--- config.mk ---
export PLATFORM = sky130hd
export DESIGN_NAME = id_ex_imm_stage_flat
export DESIGN_NICKNAME = d
export VERILOG_FILES = /design/src/rtl/mips_pkg.sv /design/src/rtl/id_ex_imm_stage_if.sv /design/src/rtl/imm_gen.sv /design/src/rtl/id_ex_imm_stage.sv /design/src/flat_wrapper.sv
export SDC_FILE = /design/constraint.sdc
export NUM_CORES = 1
export LEC_CHECK = 0
export CELL_PAD_IN_SITES_DETAIL_PLACEMENT = 2
export CELL_PAD_IN_SITES_GLOBAL_PLACEMENT = 2
export CORE_AREA = 2 2 128 130
export DETAILED_ROUTE_END_ITERATION = 16
export DIE_AREA = 0 0 130 132
export GPL_TIMING_DRIVEN = 1
export HOLD_SLACK_MARGIN = 0.02
export PLACE_DENSITY_LB_ADDON = 0.1
export SYNTH_ARGS = -nofsm -noshare
export SYNTH_HDL_FRONTEND = slang
export SYNTH_SLANG_ARGS = --single-unit
--- constraint.sdc ---
create_clock -name Clock -period 1.9 [get_ports Clock]
set_input_delay 0.38 -clock Clock [delete_from_list [all_inputs] [get_ports Clock]]
set_output_delay 0.38 -clock Clock [all_outputs]
set_load 0.01 [all_outputs]
--- src/rtl/mips_pkg.sv ---
// Shared MIPS decode constants for the ID/EX immediate path.
// Opcode/funct encodings and the immediate-select enum.
package mips_pkg;

   localparam logic [5:0] OP_RTYPE = 6'h00;
   localparam logic [5:0] OP_J     = 6'h02;
   localparam logic [5:0] OP_JAL   = 6'h03;
   localparam logic [5:0] OP_BEQ   = 6'h04;
   localparam logic [5:0] OP_BNE   = 6'h05;
   localparam logic [5:0] OP_ADDI  = 6'h08;
   localparam logic [5:0] OP_ADDIU = 6'h09;
   localparam logic [5:0] OP_SLTI  = 6'h0A;
   localparam logic [5:0] OP_ANDI  = 6'h0C;
   localparam logic [5:0] OP_ORI   = 6'h0D;
   localparam logic [5:0] OP_XORI  = 6'h0E;
   localparam logic [5:0] OP_LUI   = 6'h0F;
   localparam logic [5:0] OP_LW    = 6'h23;
   localparam logic [5:0] OP_SW    = 6'h2B;

   localparam logic [5:0] FN_SLL = 6'h00;
   localparam logic [5:0] FN_SRL = 6'h02;
   localparam logic [5:0] FN_SRA = 6'h03;

   typedef enum logic [1:0] {
      IMM_SEXT,
      IMM_ZEXT,
      IMM_LUI
   } imm_sel_e;

endpackage

--- src/rtl/id_ex_imm_stage_if.sv ---
// ID-side inputs and ID/EX slot outputs of the immediate stage.
// slave = the stage itself, master = whoever drives ID.
interface id_ex_imm_stage_if #(
   parameter int STALL_CNT_W = 16
);
   logic                   IF_ID_valid;
   logic [31:0]            IF_ID_instr;
   logic                   EX_flush;
   logic                   stall_out;
   logic                   ID_EX_valid;
   logic [31:0]            ID_EX_imm;
   logic [31:0]            ID_EX_lui_imm;
   logic [4:0]             ID_EX_shamt;
   logic [4:0]             ID_EX_rs;
   logic [4:0]             ID_EX_rt;
   logic [4:0]             ID_EX_rd;
   logic                   ID_EX_is_lui;
   logic                   ID_EX_mem_read;
   logic [STALL_CNT_W-1:0] stall_count;

   modport master (
      output IF_ID_valid, IF_ID_instr, EX_flush,
      input  stall_out, ID_EX_valid, ID_EX_imm,
      input  ID_EX_lui_imm, ID_EX_shamt, ID_EX_rs,
      input  ID_EX_rt, ID_EX_rd, ID_EX_is_lui,
      input  ID_EX_mem_read, stall_count
   );

   modport slave (
      input  IF_ID_valid, IF_ID_instr, EX_flush,
      output stall_out, ID_EX_valid, ID_EX_imm,
      output ID_EX_lui_imm, ID_EX_shamt, ID_EX_rs,
      output ID_EX_rt, ID_EX_rd, ID_EX_is_lui,
      output ID_EX_mem_read, stall_count
   );
endinterface

--- src/rtl/imm_gen.sv ---
// Combinational immediate extraction from a MIPS instruction word.
// Produces every immediate variant plus the operand select.
module imm_gen
   import mips_pkg::*;
#(
   parameter int LUI_SHIFT = 16
) (
   input  logic [31:0] i_instr,
   output logic [31:0] o_sext,
   output logic [31:0] o_zext,
   output logic [31:0] o_lui_imm,
   output logic [4:0]  o_shamt,
   output imm_sel_e    o_imm_sel
);
   logic [15:0] w_imm16;
   logic [5:0]  w_op;

   assign w_imm16   = i_instr[15:0];
   assign w_op      = i_instr[31:26];
   assign o_sext    = {{16{w_imm16[15]}}, w_imm16};
   assign o_zext    = {16'h0000, w_imm16};
   assign o_lui_imm = o_zext << LUI_SHIFT;
   assign o_shamt   = i_instr[10:6];

   always_comb begin
      o_imm_sel = IMM_SEXT;
      unique case (1'b1)
         (w_op == OP_LUI): o_imm_sel = IMM_LUI;
         (w_op == OP_ANDI),
         (w_op == OP_ORI),
         (w_op == OP_XORI): o_imm_sel = IMM_ZEXT;
         default: o_imm_sel = IMM_SEXT;
      endcase
   end
endmodule

--- src/rtl/id_ex_imm_stage.sv ---
// ID/EX boundary: immediate select, load-use hazard, ID/EX slot.
// Bubbles clear mem_read, so a load-use stall lasts one cycle.
module id_ex_imm_stage
   import mips_pkg::*;
#(
   parameter int LUI_SHIFT   = 16,
   parameter int STALL_CNT_W = 16
) (
   input logic Clock,
   input logic Reset,
   input logic Tick,
   id_ex_imm_stage_if.slave bus
);
   logic [5:0]  w_op;
   logic [4:0]  w_rs, w_rt, w_rd, w_shamt;
   logic [31:0] w_sext, w_zext, w_lui, w_imm;
   imm_sel_e    w_sel;
   logic        w_uses_rs, w_uses_rt, w_hazard;

   logic                   r_valid, r_is_lui, r_mem_read;
   logic [31:0]            r_imm, r_lui;
   logic [4:0]             r_shamt, r_rs, r_rt, r_rd;
   logic [STALL_CNT_W-1:0] r_stall_cnt;

   imm_gen #(.LUI_SHIFT(LUI_SHIFT)) u_imm_gen (
      .i_instr   (bus.IF_ID_instr),
      .o_sext    (w_sext),
      .o_zext    (w_zext),
      .o_lui_imm (w_lui),
      .o_shamt   (w_shamt),
      .o_imm_sel (w_sel)
   );

   assign w_op = bus.IF_ID_instr[31:26];
   assign w_rs = bus.IF_ID_instr[25:21];
   assign w_rt = bus.IF_ID_instr[20:16];
   assign w_rd = bus.IF_ID_instr[15:11];

   always_comb begin
      w_imm = w_sext;
      unique case (w_sel)
         IMM_LUI:  w_imm = w_lui;
         IMM_ZEXT: w_imm = w_zext;
         default:  w_imm = w_sext;
      endcase
   end

   // shifts count as rs users: conservative, costs only extra stalls
   assign w_uses_rs = !(w_op inside {OP_LUI, OP_J, OP_JAL});
   assign w_uses_rt = w_op inside {OP_RTYPE, OP_SW, OP_BEQ, OP_BNE};

   assign w_hazard = bus.IF_ID_valid & r_valid & r_mem_read
                   & (r_rt != 5'd0)
                   & ((w_uses_rs & (w_rs == r_rt))
                    | (w_uses_rt & (w_rt == r_rt)));

   assign bus.stall_out = w_hazard & ~bus.EX_flush & Reset;

   always_ff @(posedge Clock or negedge Reset) begin
      if (!Reset) begin
         r_valid     <= 1'b0;
         r_is_lui    <= 1'b0;
         r_mem_read  <= 1'b0;
         r_imm       <= '0;
         r_lui       <= '0;
         r_shamt     <= '0;
         r_rs        <= '0;
         r_rt        <= '0;
         r_rd        <= '0;
         r_stall_cnt <= '0;
      end else if (Tick) begin
         if (bus.EX_flush) begin
            r_valid    <= 1'b0;
            r_is_lui   <= 1'b0;
            r_mem_read <= 1'b0;
         end else if (w_hazard) begin
            r_valid    <= 1'b0;
            r_is_lui   <= 1'b0;
            r_mem_read <= 1'b0;
            if (!(&r_stall_cnt))
               r_stall_cnt <= r_stall_cnt + STALL_CNT_W'(1);
         end else begin
            r_valid    <= bus.IF_ID_valid;
            r_is_lui   <= bus.IF_ID_valid & (w_op == OP_LUI);
            r_mem_read <= bus.IF_ID_valid & (w_op == OP_LW);
            r_imm      <= w_imm;
            r_lui      <= w_lui;
            r_shamt    <= w_shamt;
            r_rs       <= w_rs;
            r_rt       <= w_rt;
            r_rd       <= w_rd;
         end
      end
   end

   assign bus.ID_EX_valid    = r_valid;
   assign bus.ID_EX_imm      = r_imm;
   assign bus.ID_EX_lui_imm  = r_lui;
   assign bus.ID_EX_shamt    = r_shamt;
   assign bus.ID_EX_rs       = r_rs;
   assign bus.ID_EX_rt       = r_rt;
   assign bus.ID_EX_rd       = r_rd;
   assign bus.ID_EX_is_lui   = r_is_lui;
   assign bus.ID_EX_mem_read = r_mem_read;
   assign bus.stall_count    = r_stall_cnt;
endmodule

--- src/flat_wrapper.sv ---
// flat-port wrapper written by rule: the top's interface ports become plain ports
module id_ex_imm_stage_flat import mips_pkg::*;
#(
   parameter int LUI_SHIFT   = 16,
   parameter int STALL_CNT_W = 16
)
  (Clock, Reset, Tick, bus_IF_ID_valid, bus_IF_ID_instr, bus_EX_flush, bus_stall_out, bus_ID_EX_valid, bus_ID_EX_imm, bus_ID_EX_lui_imm, bus_ID_EX_shamt, bus_ID_EX_rs, bus_ID_EX_rt, bus_ID_EX_rd, bus_ID_EX_is_lui, bus_ID_EX_mem_read, bus_stall_count);
  id_ex_imm_stage_if #(.STALL_CNT_W(STALL_CNT_W)) bus_i ();
  input logic Clock;
  input logic Reset;
  input logic Tick;
  input wire logic [$bits(bus_i.IF_ID_valid)-1:0] bus_IF_ID_valid;
  input wire logic [$bits(bus_i.IF_ID_instr)-1:0] bus_IF_ID_instr;
  input wire logic [$bits(bus_i.EX_flush)-1:0] bus_EX_flush;
  output wire logic [$bits(bus_i.stall_out)-1:0] bus_stall_out;
  output wire logic [$bits(bus_i.ID_EX_valid)-1:0] bus_ID_EX_valid;
  output wire logic [$bits(bus_i.ID_EX_imm)-1:0] bus_ID_EX_imm;
  output wire logic [$bits(bus_i.ID_EX_lui_imm)-1:0] bus_ID_EX_lui_imm;
  output wire logic [$bits(bus_i.ID_EX_shamt)-1:0] bus_ID_EX_shamt;
  output wire logic [$bits(bus_i.ID_EX_rs)-1:0] bus_ID_EX_rs;
  output wire logic [$bits(bus_i.ID_EX_rt)-1:0] bus_ID_EX_rt;
  output wire logic [$bits(bus_i.ID_EX_rd)-1:0] bus_ID_EX_rd;
  output wire logic [$bits(bus_i.ID_EX_is_lui)-1:0] bus_ID_EX_is_lui;
  output wire logic [$bits(bus_i.ID_EX_mem_read)-1:0] bus_ID_EX_mem_read;
  output wire logic [$bits(bus_i.stall_count)-1:0] bus_stall_count;
  assign bus_i.IF_ID_valid = bus_IF_ID_valid;
  assign bus_i.IF_ID_instr = bus_IF_ID_instr;
  assign bus_i.EX_flush = bus_EX_flush;
  assign bus_stall_out = bus_i.stall_out;
  assign bus_ID_EX_valid = bus_i.ID_EX_valid;
  assign bus_ID_EX_imm = bus_i.ID_EX_imm;
  assign bus_ID_EX_lui_imm = bus_i.ID_EX_lui_imm;
  assign bus_ID_EX_shamt = bus_i.ID_EX_shamt;
  assign bus_ID_EX_rs = bus_i.ID_EX_rs;
  assign bus_ID_EX_rt = bus_i.ID_EX_rt;
  assign bus_ID_EX_rd = bus_i.ID_EX_rd;
  assign bus_ID_EX_is_lui = bus_i.ID_EX_is_lui;
  assign bus_ID_EX_mem_read = bus_i.ID_EX_mem_read;
  assign bus_stall_count = bus_i.stall_count;
  id_ex_imm_stage #(.LUI_SHIFT(LUI_SHIFT), .STALL_CNT_W(STALL_CNT_W)) u_core (.Clock(Clock), .Reset(Reset), .Tick(Tick), .bus(bus_i));
endmodule
Word-level counts from Yosys, hierarchy flattened
Cells that the tools add are included.

Bits in registers: 87. Latch bits: 0. RAM bits: 0. Memory bits (read-only): 0. Input port bits: 37. Output and inout port bits: 104. Logic and storage cells: 56. Memories kept: 0.

Add/sub/neg operators: 1. Multipliers: 0. Divide/modulo/power cells: 0. $lt $le $gt $ge: 0. Equality and inequality tests: 14. Shifts and indexed selects: 0. Multiplexer cells: 8. Bitwise logic cells: 14. Reductions and logical operators: 9.

Operator list (count): $pmux W32 S2 (1); $eq A6 B4 Y1 const B (4); $add A16 B1 Y16 const B (1); $reduce_and A16 Y1 (1); $eq A6 B2 Y1 const B (2); $eq A6 B3 Y1 const B (2); $eq A6 B6 Y1 const B (2); $and A1 B1 Y1 (10); $eq A5 B5 Y1 (2); $logic_not A6 Y1 (1); $mux W1 (6); $reduce_bool A5 Y1 (1); $pmux W2 S2 (1); $reduce_and A4 Y1 (1); $reduce_bool A4 Y1 (1); $not A1 Y1 (3); $reduce_and A3 Y1 (1); $reduce_bool A3 Y1 (1); $reduce_or A3 Y1 (1); $eq A2 B1 Y1 const B (1); $eq A2 B2 Y1 const B (1); $logic_not A1 Y1 (1); $or A1 B1 Y1 (1).

Logic depth before layout (Yosys ltp)
Word-level depth: 8. Mapped depth: 8.

Modules after synthesis
A second synthesis with hierarchy kept.

Cell total of the unflattened synthesis: 542. Area total of the unflattened synthesis: 5798.1 µm².

By module, submodules not included: id_ex_imm_stage (times used 1, cells an instance 436, area an instance 5008.6 µm²); imm_gen (times used 1, cells an instance 106, area an instance 789.5 µm²).

Least setup slack after synthesis
Ideal clock, no wire load.

Kind: input-to-reg. Start point: input port bus_IF_ID_instr[31]. End point: register u_core.r_imm[10], in the netlist u_core.bus.ID_EX_imm[10]. Setup time: 133 ps. Data arrival time: 1997 ps. Path slack: -230 ps. Stages on the path: 8. Path through: nor4bb_1 nand3_1 ha_1 or2_2 clkbuf_1 clkbuf_1 nand2_1 o21ai_0.

Cells in the longest elaborated chain, start to end: 8.

RTL lines: start: declaration (line flat_wrapper.sv:13) `input wire logic [$bits(bus_i.IF_ID_instr)-1:0] bus_IF_ID_instr;`; $eq A6 B4 Y1 / $eq A6 B2 Y1 (equally long branches) (line imm_gen.sv:28, id_ex_imm_stage.sv:49); $reduce_bool A3 Y1 (line id_ex_imm_stage.sv:49) `assign w_uses_rs = !(w_op inside {OP_LUI, OP_J, OP_JAL});`; $logic_not A1 Y1 (line id_ex_imm_stage.sv:49); $and A1 B1 Y1 (line id_ex_imm_stage.sv:54) `& ((w_uses_rs & (w_rs == r_rt))`; $or A1 B1 Y1 (line id_ex_imm_stage.sv:55) `| (w_uses_rt & (w_rt == r_rt)));`; $and A1 B1 Y1 (line id_ex_imm_stage.sv:54); $not A1 Y1 (no line); $reduce_and A3 Y1 (no line); end signal: assignment (line id_ex_imm_stage.sv:86) `r_imm <= w_imm;`; end: declaration (line id_ex_imm_stage.sv:21) `logic [31:0] r_imm, r_lui;`.

Several ways; a longest one is shown, not always the timed one. A chain may end at the register's enable or synchronous reset.

Final worst setup path
Start point: register u_core.r_rt[2], in the netlist u_core.bus.ID_EX_rt[2]. End point: register u_core.r_rd[4], in the netlist u_core.bus.ID_EX_rd[4].

Cells in the longest elaborated chain, start to end: 6.

RTL lines: start: declaration (line id_ex_imm_stage.sv:22) `logic [4:0] r_shamt, r_rs, r_rt, r_rd;`; start signal: assignment (line id_ex_imm_stage.sv:90) `r_rt <= w_rt;`; $eq A5 B5 Y1 (on tied branches) (line id_ex_imm_stage.sv:54, id_ex_imm_stage.sv:55); $and A1 B1 Y1 (on tied branches) (line id_ex_imm_stage.sv:54, id_ex_imm_stage.sv:55); $or A1 B1 Y1 (line id_ex_imm_stage.sv:55); $and A1 B1 Y1 * (line id_ex_imm_stage.sv:54); $not A1 Y1 (no line) *; $reduce_and A3 Y1 (no line) *; end signal: assignment (line id_ex_imm_stage.sv:91) `r_rd <= w_rd;`; end: declaration (line id_ex_imm_stage.sv:22).

Every way passes the cells marked *; elsewhere a longest branch is shown, timed or not.

==> summary.md <==
| Metric | Value |
|---|---|
| Status | complete, but fails checks |
| Violated checks | setup timing |
| Synth warn | 0 |
| Post-DP Area | 5580 µm² |
| Drc violations | 0 |
| Fmax | 396 MHz |
| Vias in the first global route | 3504 |
| First-pass iteration count of the detailed router | 4 |
| Clock root cell | clkbuf_16 |
| Max-Cap Viols | 0 |
| Multi-input gate area | 2070 µm² |
| H-tree levels | 3 |
| FF/Latch Area | 1930 µm² |
| Antenna cell count | 0 |
| Layout area overhead | 77.4% |
| Latest clock arrival within the worst-skew pair | 0.34 ns |
| Inst Count DP | 722 |
| Finished Layout Cells | 752 |
| Core area | 15700 µm² |
| Layout cells sized above 1 | 37.3% |
| # setup viols final | 78 |
| Mapped Cells | 346 |
| Register bit count reported by yosys | 77 |
| Chip width | 130 µm |
| Total CTS buffers | 9 |
| Final ANT Viol Nets | 0 |
| Ys flop type | dfrtp_1 |
| Sequential power share | 39.0% |
| Syn avg cell area | 10.8 µm² |
| Endpoints failing hold | 0 |
| Leakage | 0.00310 µW |
| VDD IR max | 0.000417 V |
| Vias | 3243 |
| TNS Setup | -38.58 ns |
| Worst Hold Class | primary input to asynchronous set/reset pin |
| First-pass GRT wire length | 19600 µm |
| Register-to-Register Path Depth | 7 |
| Total gr overflow | 0 |
| Pins Over Slew Limit | 0 |
| Netlist cell types | 40 |
| DR WL/cell | 17.4 µm |
| Die area | 17200 µm² |
| Cell Pwr Density | 761 nW/µm² |
| Die Height | 132 µm |
| Vias per cell | 4.31 |
| CTS tree | built |
| Cell Area, Synth | 3740 µm² |
| Final net count | 572 |
| Clk_skew | 0.00930 ns |
| Area leader, netlist | dfrtp_1 |
| Max transition margin | 56.7% |
| DP Wirelength | 9030 µm |
| Net Sw Power | 1400 µW |
| CP Data Required Time | 2.12 ns |
| Top Ports | 141 |
| # rows | 46 |
| Async SR Flop Fraction | 100% |
| Fillers | 1646 |
| Slew @ Worst Pin | 0.650 ns |
| Final instance area | 6630 µm² |
| Yosys top cell area share | 51.5% |
| CP max FO | 8 |
| RSZ-0062 raised after global routing | yes |
| Post-synth EDFFs | 0 |
| CP Capture Type | flip-flop |
| Logic pwr share | 26.7% |
| Min cycle time layout | 2.52 ns |
| Starting Density | 23.8% |
| Sink Count | 77 |
| Crit path arrival time | 2.74 ns |
| Iteration-0 DRC Markers | 62 |
| Max Root-Sink Buffers | 2 |
| Largest cells by area after synthesis | dfrtp_1, mux2_4, nand2_1 |
| Routed WL | 13100 µm |
| Antenna violations before repair | 0 |
| Switching share of total power | 27.7% |
| Largest net degree at the start of global routing | 48 |
| Pint | 3650 µW |
| Kind of critical path | flip-flop to flip-flop |
| Clock power share | 34.3% |
| Element type at the critical path start | flip-flop |
| Final Cycle Share | 133% |
| Sequential cell area fraction in the yosys report | 51.5% |
| RePlAce Congestion | 0.742 |
| Final worst slack | -0.623 ns |
| Clk slew on worst S/H paths | 0.06 ns |
| Total GRT Usage | 14.8% |
| Port bufs | 124 |
cells in the final DEF (no fill, tap or decap), types with 2 or more instances in the layout:
cell type / instances
nor3_1: 2
buf_8: 3
o21ai_2: 24
mux2_4: 27
xor2_1: 15
nand3_4: 3
nor2_1: 4
xnor2_1: 7
a21oi_1: 15
xnor2_2: 3
inv_1: 5
nor2b_1: 2
buf_6: 14
dfrtp_1: 76
ha_1: 2
clkdlybuf4s50_1: 115
and2_1: 3
and3_1: 4
nor4b_4: 4
nand2_1: 29
clkinv_2: 2
nand2b_1: 2
o21ai_1: 9
dlymetal6s2s_1: 4
nand4_1: 9
o22ai_1: 2
conb_1: 16
dlygate4sd2_1: 3
nand3_2: 2
nor4_1: 2
nand2_4: 17
buf_4: 52
nand2_2: 11
nand3_1: 2
buf_12: 5
clkbuf_16: 14
critical path: stages, from the launching register on:
cell	delay, ns
dfrtp_1	0.42
buf_6	0.14
or4_4	0.55
o2111ai_4	0.25
nand4bb_4	0.23
nand3_4	0.23
clkbuf_16	0.27
mux2_4	0.29
metrics by stage:
stage                     power [µW]  hold WS [ns]  util (%)  setup WS [ns]
after floorplan                 2440        0.0844         -         -0.208
after global placement          3100         0.462      35.5         -0.976
after detailed placement        3130         0.474      35.5          -1.05
after CTS                       4910         0.209      37.5         -0.569
after global routing            5300         0.246      42.2         -0.710
final                           5050         0.203      42.2         -0.623
state kept, by name (all words and copies together), names as in the netlist:
signal,count
u_core.bus.ID_EX_rs,5
u_core.bus.ID_EX_is_lui,1
u_core.bus.ID_EX_rt,5
u_core.bus.ID_EX_mem_read,1
u_core.bus.ID_EX_shamt,4
u_core.bus.stall_count,16
u_core.bus.ID_EX_lui_imm,7
u_core.bus.ID_EX_rd,5
u_core.bus.ID_EX_imm,32
u_core.bus.ID_EX_valid,1
cell type report:
| class | instances | area share (%) |
|---|---|---|
| Sequential cell | 77 | 29.1 |
| Clock inverter | 4 | 0.736 |
| Tap cell | 216 | 4.07 |
| Multi-Input combinational cell | 237 | 31.3 |
| Clock buffer | 11 | 3.66 |
| Inverter | 5 | 0.283 |
| Timing Repair Buffer | 202 | 30.9 |
path summary, 6_finish.rpt:
| path | startpoint | endpoint | slack, ns |
|---|---|---|---|
| max | u_core.bus.ID_EX_rt[2] | u_core.bus.ID_EX_rd[4] | -0.62 |
| min | Reset | u_core.bus.ID_EX_rs[0] | 0.20 |
| max reg2reg | u_core.bus.ID_EX_rt[2] | u_core.bus.ID_EX_rd[4] | -0.62 |
| min reg2reg | u_core.bus.ID_EX_imm[4] | u_core.bus.ID_EX_imm[4] | 0.48 |
| max in group asynchronous | Reset | u_core.bus.ID_EX_imm[31] | 0.80 |
| min in group Clock | bus_IF_ID_instr[19] | u_core.bus.ID_EX_rt[3] | 0.36 |
Yosys cell counts, types with 4 or more instances:
cell type	count
a21oi_1	16
and3_1	4
buf_4	26
clkbuf_1	12
dfrtp_1	77
inv_1	5
mux2_1	6
mux2_4	20
nand2_1	58
nand3_1	6
nand4_1	9
nor2_1	5
nor4b_1	5
o21ai_0	34
xnor2_1	10
xor2_1	15
kinds of logic (layout without fill, tap and decap cells):
group	Yosys count	in the layout	synth area share (%)
simple gates	110	110	15.4
fa+ha+maj	3	3	1.00
other cells	1	16	0.100
buf+inv	47	222	7.97
flops	77	77	51.5
mux	27	27	10.1
xor+xnor	25	25	5.86
compound gates	56	56	8.03
metal layers:
layer / routed length (µm) / up-vias / GRT usage, %
li1: - / 1520 / -
met1: 6050 / 1633 / 19.5
met2: 6360 / 78 / 24.0
met3: 475 / 12 / 2.72
met4: 200 / 0 / 5.73
met5: 0 / - / 0
power groups by stage:
stage                     clock, µW  sequential, µW  combinational (µW)
after CTS                      1790            1940                1180
after global placement            0            1960                1140
after global routing           1860            1990                1450
final                          1730            1970                1350
after detailed placement          0            1970                1160
after floorplan                   0            2040                 404
repair_timing:
item / 4_1_cts / 5_1_grt
resized for setup: 16 / 154
setup buffers: 3 / 8
endpoints found under the setup margin: 78 / 80
hold buffers: 0 / 0
pin swaps: 9 / 52
gates cloned: 0 / 7
(Power assumes the default switching activity.)
